===== config.mk =====
export PLATFORM = sky130hd
export DESIGN_NAME = mapper_framer_flat
export DESIGN_NICKNAME = d
export VERILOG_FILES = /design/src/rtl/otn_pkg.sv /design/src/rtl/mapper_framer_if.sv /design/src/rtl/crc8_byte.sv /design/src/rtl/mapper_framer.sv /design/src/flat_wrapper.sv
export SDC_FILE = /design/constraint.sdc
export NUM_CORES = 1
export LEC_CHECK = 0
export ABC_AREA = 1
export CORE_ASPECT_RATIO = 0.9
export CORE_MARGIN = 2
export CORE_UTILIZATION = 62
export DETAILED_ROUTE_END_ITERATION = 12
export GPL_TIMING_DRIVEN = 0
export PLACE_DENSITY = 0.8
export SKIP_CTS_REPAIR_TIMING = 1
export SYNTH_ARGS = -nofsm -noshare
export SYNTH_HDL_FRONTEND = slang
export SYNTH_SLANG_ARGS = --single-unit

===== constraint.sdc =====
create_clock -name i_clk -period 3.1 [get_ports i_clk]
set_input_delay 0.62 -clock i_clk [delete_from_list [all_inputs] [get_ports i_clk]]
set_output_delay 0.62 -clock i_clk [all_outputs]
set_load 0.005 [all_outputs]

===== src/rtl/otn_pkg.sv =====
// rtl/otn_pkg.sv - shared OTN framing constants and state encodings
// Contents: FAS bytes, CRC-8 polynomial, framer state enum.

package otn_pkg;

    localparam logic [7:0] FAS1_BYTE = 8'hF6;
    localparam logic [7:0] FAS2_BYTE = 8'h28;
    localparam logic [7:0] CRC8_POLY = 8'h07;

    typedef enum logic [2:0] {
        ST_IDLE,
        ST_FAS1,
        ST_FAS2,
        ST_OH,
        ST_PYLD,
        ST_CRC,
        ST_WAIT_ACK
    } frame_state_t;

endpackage


===== src/rtl/mapper_framer_if.sv =====
// rtl/mapper_framer_if.sv - payload, frame and ACK signal bundle of the mapper
// master: framer side (drives o_* signals)
// slave : client / serializer / receiver side (drives i_* signals)

interface mapper_framer_if;

    logic       i_arq_en;
    logic [7:0] i_pyld_data;
    logic       i_pyld_data_valid;
    logic       o_pyld_data_ready;
    logic [7:0] o_frame_data;
    logic       o_frame_data_valid;
    logic       i_frame_data_ready;
    logic       i_ack;
    logic       i_ack_valid;
    logic [7:0] o_crc_val;
    logic       o_drop;

    modport master (
        input  i_arq_en, i_pyld_data, i_pyld_data_valid, i_frame_data_ready,
               i_ack, i_ack_valid,
        output o_pyld_data_ready, o_frame_data, o_frame_data_valid,
               o_crc_val, o_drop
    );

    modport slave (
        output i_arq_en, i_pyld_data, i_pyld_data_valid, i_frame_data_ready,
               i_ack, i_ack_valid,
        input  o_pyld_data_ready, o_frame_data, o_frame_data_valid,
               o_crc_val, o_drop
    );

endinterface


===== src/rtl/crc8_byte.sv =====
// rtl/crc8_byte.sv - combinational byte-wise CRC-8 update (MSB first)
// crc_in  : running CRC
// data    : next byte
// crc_out : CRC after absorbing data

module crc8_byte
    import otn_pkg::*;
(
    input  logic [7:0] crc_in,
    input  logic [7:0] data,
    output logic [7:0] crc_out
);

    always_comb begin
        logic [7:0] c;
        c = crc_in ^ data;
        for (int i = 0; i < 8; i++) begin
            c = c[7] ? ({c[6:0], 1'b0} ^ CRC8_POLY) : {c[6:0], 1'b0};
        end
        crc_out = c;
    end

endmodule


===== src/rtl/mapper_framer.sv =====
// rtl/mapper_framer.sv - frames client payload (FAS, OH, payload, CRC-8) with optional ARQ replay
// i_clk, i_rst : clock, synchronous active-high reset
// bus          : payload stream in, frame stream out, ACK verdict in, CRC value and drop pulse out

module mapper_framer
    import otn_pkg::*;
#(
    parameter int PYLD_LEN    = 16,
    parameter int MAX_RETRY   = 3,
    parameter int ACK_TIMEOUT = 100000
) (
    input  logic            i_clk,
    input  logic            i_rst,
    mapper_framer_if.master bus
);

    localparam int IW = (PYLD_LEN > 1) ? $clog2(PYLD_LEN) : 1;
    localparam int RW = (MAX_RETRY < 1) ? 1 : $clog2(MAX_RETRY + 1);
    localparam logic [7:0]    LEN8 = 8'(PYLD_LEN);
    localparam logic [RW-1:0] RMAX = RW'(MAX_RETRY);
    localparam logic [31:0]   TO32 = 32'(ACK_TIMEOUT);

    frame_state_t  state_q, state_d;
    logic [7:0]    data_q, data_d;
    logic          valid_q, valid_d;
    logic [7:0]    cnt_q, cnt_d;
    logic [RW-1:0] retry_q, retry_d;
    logic [31:0]   tcnt_q, tcnt_d;
    logic [7:0]    crc_acc_q, crc_acc_d;
    logic [7:0]    crc_val_q, crc_val_d;
    logic          arq_q, arq_d;
    logic          replay_q, replay_d;
    logic          drop_q, drop_d;

    logic [7:0]    frame_buf [PYLD_LEN];
    logic          buf_we;
    logic [IW-1:0] buf_waddr;
    logic [7:0]    buf_rd;
    logic [7:0]    pyld_byte;
    logic [7:0]    crc_in, crc_data, crc_out;
    logic          pyld_rdy;
    logic          take;
    logic          accepted;

    // Byte 0 was captured in IDLE, so it always comes from the buffer;
    // in replay every payload byte does.
    assign buf_rd    = frame_buf[cnt_q[IW-1:0]];
    assign pyld_byte = (replay_q || cnt_q == 8'd0) ? buf_rd : bus.i_pyld_data;

    // The CRC starts on the overhead byte (loaded in FAS2) from a zero seed.
    assign crc_in   = (state_q == ST_FAS2) ? 8'h00 : crc_acc_q;
    assign crc_data = (state_q == ST_FAS2) ? {7'b0, arq_q} : pyld_byte;

    crc8_byte u_crc (
        .crc_in  (crc_in),
        .data    (crc_data),
        .crc_out (crc_out)
    );

    // The output register can take a new byte when empty or being drained.
    assign take     = !valid_q || bus.i_frame_data_ready;
    assign accepted = valid_q && bus.i_frame_data_ready;

    always_comb begin
        state_d   = state_q;
        data_d    = data_q;
        valid_d   = valid_q;
        cnt_d     = cnt_q;
        retry_d   = retry_q;
        tcnt_d    = tcnt_q;
        crc_acc_d = crc_acc_q;
        crc_val_d = crc_val_q;
        arq_d     = arq_q;
        replay_d  = replay_q;
        drop_d    = 1'b0;
        buf_we    = 1'b0;
        buf_waddr = cnt_q[IW-1:0];
        pyld_rdy  = 1'b0;
        case (state_q)
            ST_IDLE: begin
                pyld_rdy = 1'b1;
                if (bus.i_pyld_data_valid) begin
                    buf_we    = 1'b1;
                    buf_waddr = '0;
                    data_d    = FAS1_BYTE;
                    valid_d   = 1'b1;
                    arq_d     = bus.i_arq_en;
                    replay_d  = 1'b0;
                    state_d   = ST_FAS1;
                end
            end
            ST_FAS1: if (accepted) begin
                data_d  = FAS2_BYTE;
                state_d = ST_FAS2;
            end
            ST_FAS2: if (accepted) begin
                data_d    = {7'b0, arq_q};
                crc_acc_d = crc_out;
                state_d   = ST_OH;
            end
            ST_OH: if (accepted) begin
                data_d    = pyld_byte;
                crc_acc_d = crc_out;
                cnt_d     = 8'd1;
                state_d   = ST_PYLD;
            end
            ST_PYLD: begin
                if (cnt_q == LEN8) begin
                    if (take) begin
                        data_d  = crc_acc_q;
                        valid_d = 1'b1;
                        cnt_d   = 8'd0;
                        state_d = ST_CRC;
                    end
                end else if (replay_q) begin
                    if (take) begin
                        data_d    = pyld_byte;
                        valid_d   = 1'b1;
                        crc_acc_d = crc_out;
                        cnt_d     = cnt_q + 8'd1;
                    end
                end else begin
                    pyld_rdy = take;
                    if (take && bus.i_pyld_data_valid) begin
                        data_d    = pyld_byte;
                        valid_d   = 1'b1;
                        buf_we    = 1'b1;
                        crc_acc_d = crc_out;
                        cnt_d     = cnt_q + 8'd1;
                    end else if (accepted) begin
                        valid_d = 1'b0;
                    end
                end
            end
            ST_CRC: if (accepted) begin
                valid_d   = 1'b0;
                crc_val_d = data_q;
                if (arq_q) begin
                    tcnt_d  = '0;
                    state_d = ST_WAIT_ACK;
                end else begin
                    state_d = ST_IDLE;
                end
            end
            ST_WAIT_ACK: begin
                // A good ACK takes priority over a coincident timeout.
                if (bus.i_ack_valid && bus.i_ack) begin
                    retry_d = '0;
                    state_d = ST_IDLE;
                end else if ((bus.i_ack_valid && !bus.i_ack) || tcnt_q == TO32) begin
                    if (retry_q < RMAX) begin
                        retry_d  = retry_q + RW'(1);
                        replay_d = 1'b1;
                        data_d   = FAS1_BYTE;
                        valid_d  = 1'b1;
                        state_d  = ST_FAS1;
                    end else begin
                        drop_d  = 1'b1;
                        retry_d = '0;
                        state_d = ST_IDLE;
                    end
                end else begin
                    tcnt_d = tcnt_q + 32'd1;
                end
            end
            default: state_d = ST_IDLE;
        endcase
    end

    always_ff @(posedge i_clk) begin
        if (i_rst) begin
            state_q   <= ST_IDLE;
            data_q    <= 8'h00;
            valid_q   <= 1'b0;
            cnt_q     <= 8'd0;
            retry_q   <= '0;
            tcnt_q    <= '0;
            crc_acc_q <= 8'h00;
            crc_val_q <= 8'h00;
            arq_q     <= 1'b0;
            replay_q  <= 1'b0;
            drop_q    <= 1'b0;
        end else begin
            state_q   <= state_d;
            data_q    <= data_d;
            valid_q   <= valid_d;
            cnt_q     <= cnt_d;
            retry_q   <= retry_d;
            tcnt_q    <= tcnt_d;
            crc_acc_q <= crc_acc_d;
            crc_val_q <= crc_val_d;
            arq_q     <= arq_d;
            replay_q  <= replay_d;
            drop_q    <= drop_d;
        end
    end

    // Buffer contents survive reset; only the write enable matters.
    always_ff @(posedge i_clk) begin
        if (buf_we) begin
            frame_buf[buf_waddr] <= bus.i_pyld_data;
        end
    end

    assign bus.o_pyld_data_ready  = pyld_rdy && !i_rst;
    assign bus.o_frame_data       = data_q;
    assign bus.o_frame_data_valid = valid_q;
    assign bus.o_crc_val          = crc_val_q;
    assign bus.o_drop             = drop_q;

endmodule


===== src/flat_wrapper.sv =====
// flat-port wrapper written by rule: the top's interface ports become plain ports
module mapper_framer_flat import otn_pkg::*;
#(
    parameter int PYLD_LEN    = 16,
    parameter int MAX_RETRY   = 3,
    parameter int ACK_TIMEOUT = 100000
)
  (i_clk, i_rst, bus_i_arq_en, bus_i_pyld_data, bus_i_pyld_data_valid, bus_i_frame_data_ready, bus_i_ack, bus_i_ack_valid, bus_o_pyld_data_ready, bus_o_frame_data, bus_o_frame_data_valid, bus_o_crc_val, bus_o_drop);
  mapper_framer_if bus_i ();
  input  logic i_clk;
  input  logic i_rst;
  input wire logic [$bits(bus_i.i_arq_en)-1:0] bus_i_arq_en;
  input wire logic [$bits(bus_i.i_pyld_data)-1:0] bus_i_pyld_data;
  input wire logic [$bits(bus_i.i_pyld_data_valid)-1:0] bus_i_pyld_data_valid;
  input wire logic [$bits(bus_i.i_frame_data_ready)-1:0] bus_i_frame_data_ready;
  input wire logic [$bits(bus_i.i_ack)-1:0] bus_i_ack;
  input wire logic [$bits(bus_i.i_ack_valid)-1:0] bus_i_ack_valid;
  output wire logic [$bits(bus_i.o_pyld_data_ready)-1:0] bus_o_pyld_data_ready;
  output wire logic [$bits(bus_i.o_frame_data)-1:0] bus_o_frame_data;
  output wire logic [$bits(bus_i.o_frame_data_valid)-1:0] bus_o_frame_data_valid;
  output wire logic [$bits(bus_i.o_crc_val)-1:0] bus_o_crc_val;
  output wire logic [$bits(bus_i.o_drop)-1:0] bus_o_drop;
  assign bus_i.i_arq_en = bus_i_arq_en;
  assign bus_i.i_pyld_data = bus_i_pyld_data;
  assign bus_i.i_pyld_data_valid = bus_i_pyld_data_valid;
  assign bus_i.i_frame_data_ready = bus_i_frame_data_ready;
  assign bus_i.i_ack = bus_i_ack;
  assign bus_i.i_ack_valid = bus_i_ack_valid;
  assign bus_o_pyld_data_ready = bus_i.o_pyld_data_ready;
  assign bus_o_frame_data = bus_i.o_frame_data;
  assign bus_o_frame_data_valid = bus_i.o_frame_data_valid;
  assign bus_o_crc_val = bus_i.o_crc_val;
  assign bus_o_drop = bus_i.o_drop;
  mapper_framer #(.PYLD_LEN(PYLD_LEN), .MAX_RETRY(MAX_RETRY), .ACK_TIMEOUT(ACK_TIMEOUT)) u_core (.i_clk(i_clk), .i_rst(i_rst), .bus(bus_i));
endmodule

==> metrics.txt, run 1 <==
# TYPE chip_impl_metric gauge
chip_impl_info{name="worstSetupPathType",value="reg -> reg"} 1
chip_impl_metric{name="required_time_of_the_worst_setup_path",unit="ns"} 3.31
chip_impl_metric{name="report.final.setup_viol",unit=""} 40
chip_impl_metric{name="path_clk_slew",unit="ns"} 0.07
chip_impl_metric{name="first_iter_violations",unit=""} 1111
chip_impl_metric{name="critPathMaxFanout",unit=""} 9
chip_impl_metric{name="fin_setup_tns",unit="ns"} -2.721
chip_impl_metric{name="wire_length_of_the_first_global_routing_pass",unit="um"} 42940
chip_impl_info{name="violations",value="setup timing"} 1
chip_impl_metric{name="post-layout-total-power",unit="mW"} 9.499
chip_impl_metric{name="max_slew_margin",unit=""} 0.3537
chip_impl_metric{name="post-route-period-util",unit=""} 1.035
chip_impl_info{name="cts_tree",value="built"} 1
chip_impl_metric{name="grt_usage",unit=""} 0.3081
chip_impl_metric{name="dpl-instance-area",unit="mm^2"} 0.01088
chip_impl_metric{name="worst-endpoint-arrival",unit="ns"} 3.42
chip_impl_metric{name="cellPowerDensity",unit="mW/mm^2"} 814.4
chip_impl_metric{name="tightestPinTransition",unit="ns"} 0.9642
chip_impl_metric{name="yosysSeqAreaShare",unit=""} 0.5249
chip_impl_metric{name="slew_violations",unit=""} 0
chip_impl_metric{name="synth-edff-count",unit=""} 128
chip_impl_metric{name="post-route-drc-count",unit=""} 0
chip_impl_metric{name="syn2layout_area_growth",unit="%"} 13.68
chip_impl_metric{name="placement.io_buffers",unit=""} 32
chip_impl_info{name="synth_top_flop_cell",value="edfxtp_1"} 1
chip_impl_info{name="worstReg2RegStart",value="u_core.state_q[0]"} 1
chip_impl_info{name="crit_path_top_delay_cell",value="nor4_2"} 1
chip_impl_metric{name="number_of_optimization_iterations_in_the_first_detailed_route_pass",unit=""} 6
chip_impl_metric{name="clock_sink_count",unit=""} 205
chip_impl_metric{name="synth_cells",unit=""} 1227
chip_impl_metric{name="routed_via_density",unit=""} 5.895
chip_impl_metric{name="fraction_of_final_layout_cells_sized_beyond_drive_strength_1",unit=""} 0.1068
chip_impl_info{name="endpoint_class_of_the_critical_path",value="flop"} 1
chip_impl_metric{name="place.gp.congestion",unit=""} 0.9455
chip_impl_info{name="status",value="finished with violations"} 1
chip_impl_metric{name="final-hold-violation-count",unit=""} 0
chip_impl_metric{name="pin_count",unit=""} 34
chip_impl_metric{name="yosys_register_bits",unit=""} 205
chip_impl_metric{name="netlist.area_leader.share",unit=""} 0.3746
chip_impl_metric{name="synthesis.yosys.warnings",unit=""} 0
chip_impl_metric{name="floorplan.die.width",unit="um"} 139.6
chip_impl_info{name="rsz0062_at_grt",value="yes"} 1
chip_impl_metric{name="synth.cell_area",unit="mm^2"} 0.01026
chip_impl_metric{name="route.final.wire_length",unit="um"} 27390
chip_impl_metric{name="timing.final.ws_setup",unit="ns"} -0.1079
chip_impl_metric{name="routed_wire_length_per_instance",unit="um"} 18.15
chip_impl_metric{name="grt_antenna_before_repair",unit=""} 0
chip_impl_metric{name="grt_overflow_total",unit=""} 0
chip_impl_metric{name="clock-skew-final",unit="ns"} 0.01273
chip_impl_metric{name="layout.cell_area.non_filler",unit="mm^2"} 0.01166
chip_impl_metric{name="insertedDiodeCount",unit=""} 0
chip_impl_metric{name="postSynthNetCount",unit=""} 1247
chip_impl_info{name="synth_most_common_cell",value="nand2_1"} 1
chip_impl_metric{name="floorplan.initialDensity",unit=""} 0.6339
chip_impl_metric{name="leakage",unit="nW"} 4.416
chip_impl_metric{name="placeableCoreArea",unit="mm^2"} 0.01619
chip_impl_metric{name="design.die.area",unit="mm^2"} 0.01759
chip_impl_metric{name="cts.path.max_buffers",unit=""} 3
chip_impl_info{name="leading_post_synthesis_cells_by_instance_count",value="nand2_1 (260), nor2_1 (172), edfxtp_1 (128)"} 1
chip_impl_metric{name="synth_area_per_cell",unit="um^2"} 8.362
chip_impl_metric{name="cpPeakStageDelay",unit="ns"} 0.71
chip_impl_info{name="cp_common_cell",value="nand2_1"} 1
chip_impl_metric{name="clk-insertion-delay-late",unit="ns"} 0.51
chip_impl_metric{name="post-route-min-period",unit="ns"} 3.208
chip_impl_metric{name="place.detailed.hpwl",unit="um"} 18870
chip_impl_info{name="type_of_the_tightest_min_delay_check",value="reg -> reg"} 1
chip_impl_info{name="dominant_cells_by_area_after_synthesis",value="edfxtp_1 (37%), dfxtp_1 (15%), nand2_1 (9.5%), nor2_1 (6.3%), nand3_1 (5.8%)"} 1
chip_impl_metric{name="detail-route-antenna-nets",unit=""} 0
chip_impl_metric{name="grt_pass1_vias",unit=""} 8270
chip_impl_metric{name="synth.lib_cells_used.distinct",unit=""} 44
chip_impl_metric{name="utilization",unit=""} 0.7206
chip_impl_info{name="worstPathCellList",value="nor3_1 > inv_1 > nor2_1 > clkinv_1 > nand2_1 > nand2_1 > nor4_2 > buf_4"} 1
chip_impl_info{name="hold_path_startpoint",value="u_core.cnt_q[7]"} 1
chip_impl_info{name="clk_tree_root_cell",value="clkbuf_16"} 1
chip_impl_metric{name="via_count",unit=""} 8896
chip_impl_metric{name="async_flop_share",unit=""} 0
chip_impl_metric{name="grt_start_max_net_pins",unit=""} 19
chip_impl_metric{name="fin_nets",unit=""} 1308
chip_impl_metric{name="cts-htree-levels",unit=""} 1
chip_impl_info{name="synth.largest_area_cell",value="edfxtp_1"} 1
chip_impl_metric{name="fmax",unit="MHz"} 311.7
chip_impl_metric{name="vdd.ir_drop.worst",unit="mV"} 0.8165
chip_impl_metric{name="die_height",unit="um"} 126.0
chip_impl_info{name="startpoint_type",value="flop"} 1
chip_impl_metric{name="maxCapViolCount",unit=""} 0
chip_impl_metric{name="cts_buffers",unit=""} 21
chip_impl_info{name="worstSetupStartpoint",value="u_core.state_q[0]"} 1
chip_impl_metric{name="fp-row-count",unit=""} 44
==> state kept, by name, indices dropped and copies added (netlist names), 2 cells and up, named ones only <==
signal and cells:
u_core.retry_q 2, u_core.bus.o_frame_data 8, u_core.state_q 3, u_core.cnt_q 8, u_core.bus.o_crc_val 8, u_core.tcnt_q 32, u_core.crc_acc_q 8, u_core.frame_buf 128
==> layout make-up <==
cell class / instances / area (um^2)
sequential: 205 / 5385
fill: 1275 / 4522
multi-input combinational: 851 / 4183
clock buffer: 22 / 529.3
inverter: 126 / 474.2
timing repair buffer: 38 / 394.1
buffer: 45 / 284.0
tap: 207 / 259.0
clock inverter: 15 / 155.1
==> stage by stage <==
stage | hold WS (ns) | worst slack, ns | std cells
after floorplan | 0.4289 | 0.5553 | 1227
after CTS | 0.4714 | -0.2296 | 1505
final | 0.4719 | -0.1079 | 1509
after global placement | 0.4429 | -1.116 | 1466
after global routing | 0.4836 | -0.2982 | 1509
after detailed placement | 0.4554 | -0.4152 | 1468
==> critical path, delay by kind of cell, from the launching register on <==
family        cells  cell delay (ns)
buf+inv           3             0.80
flops             1             0.41
simple gates      5             1.71
==> metal layers <==
metal / part of all wire / GRT usage / vias up / routed length [um]
met1: 0.42 / 0.4301 / 4122 / 11480
met4: 0.027 / 0.09941 / 0 / 738
li1: - / - / 4270 / -
met5: 0 / 0 / - / 0
met3: 0.091 / 0.06236 / 71 / 2497
met2: 0.46 / 0.4905 / 433 / 12670
==> path summary, 6_finish.rpt <==
path / end / slack (ns) / cells after the start
setup / recovery: u_core.frame_buf[3][6] / -0.11 / 8
hold / removal: u_core.cnt_q[7] / 0.47 / 1
setup reg to reg: u_core.frame_buf[3][6] / -0.11 / 8
hold reg to reg: u_core.cnt_q[7] / 0.47 / 1
==> cell families after synthesis <==
kind of cell,after synthesis,share of synthesized area
flops,205,0.5249
xor+xnor,18,0.01537
compound gates,170,0.09390
fa+ha+maj,5,0.006098
simple gates,658,0.2859
buf+inv,171,0.07390
==> cells in the final DEF (no fill, tap or decap), types with 4 or more instances in the layout <==
master	synthesis	routed
inv_2	9	9
xor2_1	14	14
clkbuf_16	0	21
nor2_1	172	160
clkbuf_1	10	11
buf_6	9	10
edfxtp_1	128	128
dfxtp_1	77	77
buf_2	19	19
nor2_2	4	13
o21ai_0	56	56
nand3_1	119	119
nor4_1	15	14
ha_1	5	5
a211oi_1	4	4
clkdlybuf4s50_1	0	32
xnor2_1	4	4
o21ai_1	32	32
nor2_4	4	7
nor3_1	28	25
nand2_2	7	7
nand4_1	24	24
or2_2	6	6
nand3_2	9	9
o211ai_1	9	9
buf_4	6	9
clkinv_1	4	9
o211ai_2	7	7
inv_1	112	112
a21oi_1	54	54
nand2_1	260	260
==> report_power, final <==
part | switching (mW) | internal (mW) | leakage, nW
Clock | 1.07 | 1.49 | 0.331
Sequential | 0.159 | 3.10 | 1.78
Combinational | 2.43 | 1.25 | 2.31
Total | 3.66 | 5.83 | 4.42
(Power assumes the default switching activity.)
==> inputs of run 2 (changes only) <==
HOLD_SLACK_MARGIN = 0.1   (was unset)
==> results of run 2 <==
No change in the layout: final DEF, timing and power equal those of run 1.
